File: config.mk
export PLATFORM = sky130hd
export DESIGN_NAME = sleep_sequencer
export DESIGN_NICKNAME = d
export VERILOG_FILES = /design/src/rtl/sleep_pkg.sv /design/src/rtl/sleep_sequencer_sat_counter.sv /design/src/rtl/sleep_sequencer.sv
export SDC_FILE = /design/constraint.sdc
export NUM_CORES = 1
export LEC_CHECK = 0
export CAP_MARGIN = 20
export CORE_UTILIZATION = 45
export DETAILED_ROUTE_END_ITERATION = 8
export PLACE_DENSITY_LB_ADDON = 0.3
export RECOVER_POWER = 25
export SLEW_MARGIN = 5
export SYNTH_ARGS = -nofsm -noshare
export SYNTH_HDL_FRONTEND = slang
export SYNTH_SLANG_ARGS = --single-unit
File: constraint.sdc
create_clock -name clk -period 2.7 [get_ports clk]
set_clock_uncertainty 0.05 [all_clocks]
set_input_delay 0.405 -clock clk [delete_from_list [all_inputs] [get_ports clk]]
set_output_delay 0.405 -clock clk [all_outputs]
set_load 0.05 [all_outputs]
File: src/rtl/sleep_pkg.sv
// rtl/sleep_pkg.sv - state encoding and default constants for the sleep sequencer
package sleep_pkg;

  localparam int DEF_IDLE_TIMEOUT = 16;
  localparam int DEF_DRAIN_MAX    = 32;
  localparam int DEF_WAKE_CYCLES  = 4;
  localparam int DEF_CNT_W        = 8;
  localparam int DEF_IRQ_W        = 4;

  // Width of the sleep_cycles residency counter
  localparam int SLEEP_CNT_W      = 16;

  typedef enum logic [2:0] {
    ST_ACTIVE = 3'd0,
    ST_DRAIN  = 3'd1,
    ST_GATE   = 3'd2,
    ST_SLEEP  = 3'd3,
    ST_WAKE   = 3'd4
  } state_e;

endpackage

File: src/rtl/sleep_sequencer_sat_counter.sv
// rtl/sleep_sequencer_sat_counter.sv - clearable up-counter that saturates at a runtime max
module sat_counter #(
  parameter int W = 8
) (
  input  logic         clk,
  input  logic         rst,
  input  logic         clr,
  input  logic         inc,
  input  logic [W-1:0] max,
  output logic [W-1:0] q
);

  // Clear wins over increment; hold once the max value is reached
  always_ff @(posedge clk or negedge rst) begin
    if (!rst) begin
      q <= '0;
    end else if (clr) begin
      q <= '0;
    end else if (inc && (q != max)) begin
      q <= q + W'(1);
    end
  end

endmodule

File: src/rtl/sleep_sequencer.sv
// rtl/sleep_sequencer.sv - drains the core pipeline, gates its clock and wakes it on interrupt
module sleep_sequencer
  import sleep_pkg::*;
#(
  parameter int IDLE_TIMEOUT = DEF_IDLE_TIMEOUT,
  parameter int DRAIN_MAX    = DEF_DRAIN_MAX,
  parameter int WAKE_CYCLES  = DEF_WAKE_CYCLES,
  parameter int CNT_W        = DEF_CNT_W,
  parameter int IRQ_W        = DEF_IRQ_W
) (
  input  logic                   clk,
  input  logic                   rst,
  input  logic                   wfi_req,
  input  logic                   auto_sleep_en,
  input  logic                   pipe_idle,
  input  logic                   pipe_empty,
  input  logic [IRQ_W-1:0]       irq_pending,
  input  logic [IRQ_W-1:0]       irq_mask,
  output logic                   fetch_stall,
  output logic                   clk_en,
  output logic                   sleep_req,
  output logic                   wake_req,
  output logic                   wake_done,
  output logic                   drain_abort,
  output logic [SLEEP_CNT_W-1:0] sleep_cycles,
  output logic [2:0]             state_out
);

  localparam logic [CNT_W-1:0]       IDLE_MAX   = CNT_W'(IDLE_TIMEOUT);
  localparam logic [CNT_W-1:0]       DRAIN_LAST = CNT_W'(DRAIN_MAX - 1);
  localparam logic [CNT_W-1:0]       WAKE_LAST  = CNT_W'(WAKE_CYCLES - 1);
  localparam logic [SLEEP_CNT_W-1:0] SLEEP_SAT  = '1;

  state_e           state_q, state_d;
  logic [CNT_W-1:0] drain_cnt_q, drain_cnt_d;
  logic [CNT_W-1:0] wake_cnt_q, wake_cnt_d;
  logic             drain_abort_q, drain_abort_d;
  logic [CNT_W-1:0] idle_cnt;
  logic             irq_hit, trigger;
  logic             idle_clr, idle_inc;
  logic             slp_clr, slp_inc;

  assign irq_hit = |(irq_pending & irq_mask);
  assign trigger = wfi_req | (auto_sleep_en & (idle_cnt == IDLE_MAX));

  // Idle run length only counts while ACTIVE and is dropped the moment we leave it
  assign idle_inc = pipe_idle && (state_q == ST_ACTIVE);
  assign idle_clr = !pipe_idle || (state_q != ST_ACTIVE) || (state_d != ST_ACTIVE);
  assign slp_inc  = (state_q == ST_SLEEP);

  sat_counter #(.W(CNT_W)) u_idle_cnt (
    .clk (clk),
    .rst (rst),
    .clr (idle_clr),
    .inc (idle_inc),
    .max (IDLE_MAX),
    .q   (idle_cnt)
  );

  sat_counter #(.W(SLEEP_CNT_W)) u_sleep_cnt (
    .clk (clk),
    .rst (rst),
    .clr (slp_clr),
    .inc (slp_inc),
    .max (SLEEP_SAT),
    .q   (sleep_cycles)
  );

  // State, drain/wake counters and the registered abort pulse
  always_ff @(posedge clk or negedge rst) begin
    if (!rst) begin
      state_q       <= ST_ACTIVE;
      drain_cnt_q   <= '0;
      wake_cnt_q    <= '0;
      drain_abort_q <= 1'b0;
    end else begin
      state_q       <= state_d;
      drain_cnt_q   <= drain_cnt_d;
      wake_cnt_q    <= wake_cnt_d;
      drain_abort_q <= drain_abort_d;
    end
  end

  // Next-state logic; an interrupt during DRAIN cancels entry without an abort pulse
  always_comb begin
    state_d       = state_q;
    drain_cnt_d   = drain_cnt_q;
    wake_cnt_d    = wake_cnt_q;
    drain_abort_d = 1'b0;
    slp_clr       = 1'b0;
    case (state_q)
      ST_ACTIVE: begin
        if (trigger && !irq_hit) begin
          state_d     = ST_DRAIN;
          drain_cnt_d = '0;
          slp_clr     = 1'b1;
        end
      end
      ST_DRAIN: begin
        drain_cnt_d = drain_cnt_q + CNT_W'(1);
        if (irq_hit) begin
          state_d = ST_ACTIVE;
        end else if (pipe_empty) begin
          state_d = ST_GATE;
        end else if (drain_cnt_q == DRAIN_LAST) begin
          state_d       = ST_ACTIVE;
          drain_abort_d = 1'b1;
        end
      end
      ST_GATE: begin
        state_d = ST_SLEEP;
      end
      ST_SLEEP: begin
        if (irq_hit) begin
          state_d    = ST_WAKE;
          wake_cnt_d = '0;
        end
      end
      ST_WAKE: begin
        wake_cnt_d = wake_cnt_q + CNT_W'(1);
        if (wake_cnt_q == WAKE_LAST) begin
          state_d = ST_ACTIVE;
        end
      end
      default: begin
        state_d = ST_ACTIVE;
      end
    endcase
  end

  // Moore outputs decoded from registered state and counters only
  always_comb begin
    fetch_stall = 1'b1;
    clk_en      = 1'b1;
    sleep_req   = 1'b0;
    wake_req    = 1'b0;
    wake_done   = 1'b0;
    case (state_q)
      ST_ACTIVE: fetch_stall = 1'b0;
      ST_GATE:   sleep_req   = 1'b1;
      ST_SLEEP:  clk_en      = 1'b0;
      ST_WAKE: begin
        wake_req  = (wake_cnt_q == '0);
        wake_done = (wake_cnt_q == WAKE_LAST);
      end
      ST_DRAIN:  fetch_stall = 1'b1;
      default:   fetch_stall = 1'b0;
    endcase
  end

  assign drain_abort = drain_abort_q;
  assign state_out   = state_q;

endmodule

# Word-level counts from Yosys, hierarchy flattened

Index checks and enable logic that the tools add are counted.

Word-level logic and storage cells: 70
Output and inout port bits: 25
Input port bits: 14
Register bits: 44

Bitwise logic cells: 3
Eq/ne operators: 11
Muxes and demuxes: 26
Reductions and logical operators: 20
Add/sub/neg operators: 4

Operator list:

| operator              | number |
|---|---|
| $mux 16               | 2 |
| $mux 8                | 4 |
| $pmux 8 s2            | 2 |
| $add 8x1->8 const B   | 3 |
| $mux 3                | 6 |
| $add 16x1->16 const B | 1 |
| $eq 8x5->1 const B    | 2 |
| $ne 16x16->1 const B  | 1 |
| $pmux 3 s5            | 1 |
| $mux 1                | 11 |
| $eq 8x2->1 const B    | 1 |
| $logic_not 8->1       | 1 |
| $ne 8x5->1 const B    | 1 |
| $reduce_bool 2->1     | 4 |
| $reduce_or 4->1       | 2 |
| $eq 3x2->1 const B    | 2 |
| $reduce_bool 3->1     | 2 |
| $and 4x4->4           | 1 |
| $logic_and 1x1->1     | 4 |
| $reduce_and 2->1      | 2 |
| $eq 3x1->1 const B    | 1 |
| $eq 3x3->1 const B    | 1 |
| $logic_not 3->1       | 1 |
| $logic_not 1->1       | 2 |
| 5 further kinds       | 6 |

# Depth between registers and ports, before layout

Depth after elaboration: 9
Mapped depth: 7
Gate-level depth less buffers: 5

# By module

From an unflattened synthesis, not the netlist that was laid out.

Cell total of the unflattened synthesis: 299
Area total of the unflattened synthesis: 2805.2 um2

Modules (own cells, without submodules):

| module                     | area each (um2) | instances | seq. area each (um2) | cells each |
|---|---|---|---|---|
| sleep_sequencer            | 1184.9          | 1         | 500.5                | 129 |
| sat_counter at u_sleep_cnt | 1047.3          | 1         | 400.4                | 111 |
| sat_counter at u_idle_cnt  | 573.0           | 1         | 200.2                | 59 |

# Worst setup path before layout

OpenSTA, ideal clock, no wires.

Kind: register to register
Start: register state_q[0], in the netlist state_out[0]
End: register u_sleep_cnt.q[8]
Cell stages (with the launch flop): 8
Period minus slack after synthesis: 2.472 ns
Buffers on the path: 2
Data arrival time: 2.348 ns
Data required time: 2.576 ns
Path slack: 0.228 ns
Library setup time: 0.074 ns
Cell sequence: dfrtp_1 > buf_2 > and3b_2 > inv_2 > buf_6 > or3_4 > or4_4 > a21oi_2

Longest elaborated chain between the ends: 3
Elaborated cells on any way between the ends: 6
Classes of those cells: 1 x eq/ne; 2 x mux; 3 x reduce/logical

Ends and longest elaborated chain:

| what                                                 | RTL line                                                 | RTL |
|---|---|---|
| start, declared                                      | sleep_sequencer.sv:34                                    | `state_e state_q, state_d;` |
| start signal, assigned                               | sleep_sequencer.sv:77                                    | `state_q <= state_d;` |
| $logic_not 3->1 / $eq 3x2->1 (equally long branches) | sleep_sequencer.sv:91, sleep_sequencer.sv:49             |  |
| $mux 1 / $logic_and 1x1->1 (equally long branches)   | sleep_sequencer.sv:91, sleep_sequencer_sat_counter.sv:19 |  |
| $mux 16 / $reduce_bool 2->1 (equally long branches)  | --                                                       |  |
| end signal, assigned                                 | sleep_sequencer_sat_counter.sv:20                        | `q <= q + W'(1);` |
| end, declared                                        | sleep_sequencer_sat_counter.sv:10                        | `output logic [W-1:0] q` |

Several ways; a longest one is shown, not always the timed one.
A chain may end at the register's enable or synchronous reset.

# Worst setup path in the final report

Start: register state_q[2], in the netlist state_out[2]
End: output port clk_en

Longest elaborated chain between the ends: 2

Ends and longest elaborated chain:

| what          | RTL line               | RTL |
|---|---|---|
| $eq 3x2->1    | sleep_sequencer.sv:138 | `case (state_q)` |
| $mux 1        | sleep_sequencer.sv:138 |  |
| end, declared | sleep_sequencer.sv:20  | `output logic clk_en,` |

Every way passes these cells.

==> results.toml <==
[floorplanning]
dieWidth_um = 76.2
ios = 39
die_y_um = 76.2
die-area_um2 = 5800
core-area_um2 = 5200
rows = 26
floorplan.initialDensity = 0.475

[yosys]
synth_top_family_by_area = "simple AND/OR/NAND/NOR gates"
synthAdderAreaFrac = 0.0303
synthXorXnorAreaFrac = 0.0425
synth_compound_area_frac = 0.143
synth-simple-area-share = 0.260
synth_edf_count = 0
yosysWarnings = 0
synth_area_um2 = 2470
synth.yosys.seq_area_share = 0.445
synth_cells = 261
ys_seq_elements = 44
syn_nets = 281
synthMuxAreaShare = 0.0450
synth_cell_types = 52
synth_flop_cell = "dfrtp_1"
syn_area_per_cell_um2 = 9.48
async_flop_share = 1.00

[power_and_ir_drop]
irDropWorstVdd_mv = 0.535
power_leakage_nw = 1.25
powerDensity_nw_per_um2 = 827

[clock_tree]
clk_path_buf_depth = 2
postCtsSetupBuffers = 0
cts_tree = "built"
ctsResizeCount = 0
cts.sinks = 44
cts_max_level = 2
cts_made_buffers = 5
cts_root_buffer = "clkbuf_8"
cts.clk_slew.worst_paths_ns = 0.08
hold_buffers = 0
clkLatencyLatePin_ns = 0.30

[routing]
vias = 2152
drcViolationCount = 0
dr.pass1.iters = 5
drt_iter0_markers = 85
drt-total-wl_mm = 5.45
routed_via_density = 5.72
ant_nets = 0
wl_per_cell_um = 14.5

[grt]
antenna_found_initial = 0
grt_pass1_vias = 2030
grt_max_degree = 24
grt_overflow = 0
grt_util_all_layers = 0.205
grt_first_pass_wirelength_mm = 9.54

[timing]
final-hold-violation-count = 0
worst_pin_slew_ns = 1.24
fin_crit_ns = 2.52
report.final.slew_viol_count = 0
relSlewSlack = 0.177
period_share = 0.934
rsz0062_at_grt = "false"
tns_ns = 0
fmax_ghz = 0.396
setup_viol = 0

[finish]
multiInputGateArea_um2 = 1290
n_fill_cell = 502
finalNonFillerCells = 376
areaGrowthSynthToFinish_pct = 23.0
seq_area_um2 = 1100
drive_gt1_frac = 0.0882
diodes = 0
nets = 326
finish.utilization = 0.585

[setup_path]
end_kind = "output port"
critPathRequiredTime_ns = 2.25
regToRegSetupSlack_ns = 0.55
timing.rr.end = "u_sleep_cnt.q[13]"
r2r_cells = 5
r2r_start = "state_out[2]"
startpoint_type = "flip-flop"
crit_type = "flip-flop to output port"
crit_fanout = 11
arrival_ns = 2.07

[hold_path]
hold_path_class = "input port to async pin"

[run_status]
status = "complete, no violations"

[placement]
port-buffer-count = 38
place_inst = 369
post-dp-hpwl_mm = 4.00
gp_congestion = 0.873

[job]
maxCapViolCount = 0
-- worst max-delay path by stage --
| stage | from | endpoint | cells past startpoint | slack, ns |
|---|---|---|---|---|
| 4_1_cts | state_out[2] | clk_en | 3 | 0.16 |
| 5_1_grt | state_out[2] | clk_en | 3 | 0.09 |
| 3_3_place_gp | state_out[2] | clk_en | 3 | 0.53 |
| 3_5_place_dp | state_out[2] | clk_en | 3 | 0.50 |
| 2_1_floorplan | state_out[0] | u_sleep_cnt.q[8] | 7 | 0.23 |
| 6_report | state_out[2] | clk_en | 3 | 0.18 |
-- through the flow --
| stage | hold WS [ns] | power (mW) | cell area (µm²) | setup WS, ns |
|---|---|---|---|---|
| detailed placement | 0.371 | 2.14 | 2970 | 0.500 |
| global route | 0.396 | 2.66 | 3040 | 0.0934 |
| CTS | 0.0463 | 2.54 | 3050 | 0.156 |
| finish | 0.300 | 2.52 | 3040 | 0.178 |
| floorplan | 0.0594 | 1.77 | 2470 | 0.228 |
| global placement | 0.354 | 2.12 | 2970 | 0.534 |
-- cell usage in the layout, fill, tap and decap left out, types with 3 or more instances in the layout --
master,instances
nand3_1,15
a21oi_1,16
o31ai_1,6
nand4_1,11
o21ai_0,15
nand2b_1,3
inv_1,9
nor4_1,6
or4_1,6
or3_1,4
dfrtp_1,44
clkdlybuf4s50_1,35
xnor2_1,7
mux2i_1,10
xor2_1,5
and3_1,8
buf_4,7
nand2_1,16
nor3_1,8
clkbuf_1,3
ha_1,6
nand3b_1,3
clkbuf_8,5
nor2_1,18
-- layout make-up --
| cell class | count | area share |
|---|---|---|
| Clock buffer | 6 | 0.0238 |
| Clock inverter | 1 | 0.00164 |
| Inverter | 10 | 0.0123 |
| Multi-Input combinational cell | 199 | 0.424 |
| Sequential cell | 44 | 0.362 |
| Tap cell | 70 | 0.0288 |
| Timing Repair Buffer | 46 | 0.148 |
-- cells in the mapped netlist (all sizes together) (5+ instances only) --
| cell | count | area [µm²] |
|---|---|---|
| xor2 | 5 | 43.8 |
| o21ai | 16 | 80.1 |
| dfrtp | 44 | 1100 |
| nor2 | 18 | 67.6 |
| or4 | 7 | 56.3 |
| ha | 6 | 75.1 |
| mux2i | 10 | 100 |
| or3 | 5 | 36.3 |
| o31ai | 6 | 45.0 |
| nor4 | 7 | 50.1 |
| buf | 5 | 36.3 |
| inv | 10 | 37.5 |
| a21oi | 17 | 88.8 |
| and3 | 8 | 50.1 |
| nor3 | 8 | 40.0 |
| nand4 | 11 | 68.8 |
| nand3 | 15 | 75.1 |
| xnor2 | 7 | 61.3 |
| nand2 | 16 | 60.1 |
-- registers in the layout, summed over array words and instances (netlist names) --
register,flops
state_out,3
u_idle_cnt.q,8
drain_cnt_q,8
wake_cnt_q,8
u_sleep_cnt.q,16
drain_abort,1
-- worst max-delay path, cell delays in order, from the launching register on --
cell and delay (ns):
dfrtp_1 0.50, and3b_2 0.29, inv_2 0.15, clkdlybuf4s50_1 0.84
-- routing by layer --
layer,up-vias,part of all wire,GRT usage
met3,7,0.050,0.0395
met2,43,0.47,0.329
met5,-,0,0
met1,1048,0.47,0.279
met4,0,0.011,0.0654
li1,1054,-,-
-- logic make-up (layout without fill, tap and decap cells) --
| family | after synthesis | in the layout |
|---|---|---|
| AND/OR/NAND/NOR | 113 | 113 |
| XOR/XNOR | 12 | 12 |
| flip-flops | 44 | 44 |
| adder cells (fa/ha/maj) | 6 | 6 |
| multiplexers | 11 | 11 |
| buffers and inverters | 18 | 63 |
| AO/OA/AOI/OAI | 57 | 57 |
-- power by group --
group | total [mW] | internal [mW] | switching, mW | leakage [nW]
Combinational | 1.12 | 0.423 | 0.695 | 0.614
Sequential | 1.01 | 0.797 | 0.208 | 0.599
Clock | 0.392 | 0.176 | 0.215 | 0.0410
Total | 2.52 | 1.40 | 1.12 | 1.25
No activity file was read; power rests on OpenSTA's default activity.
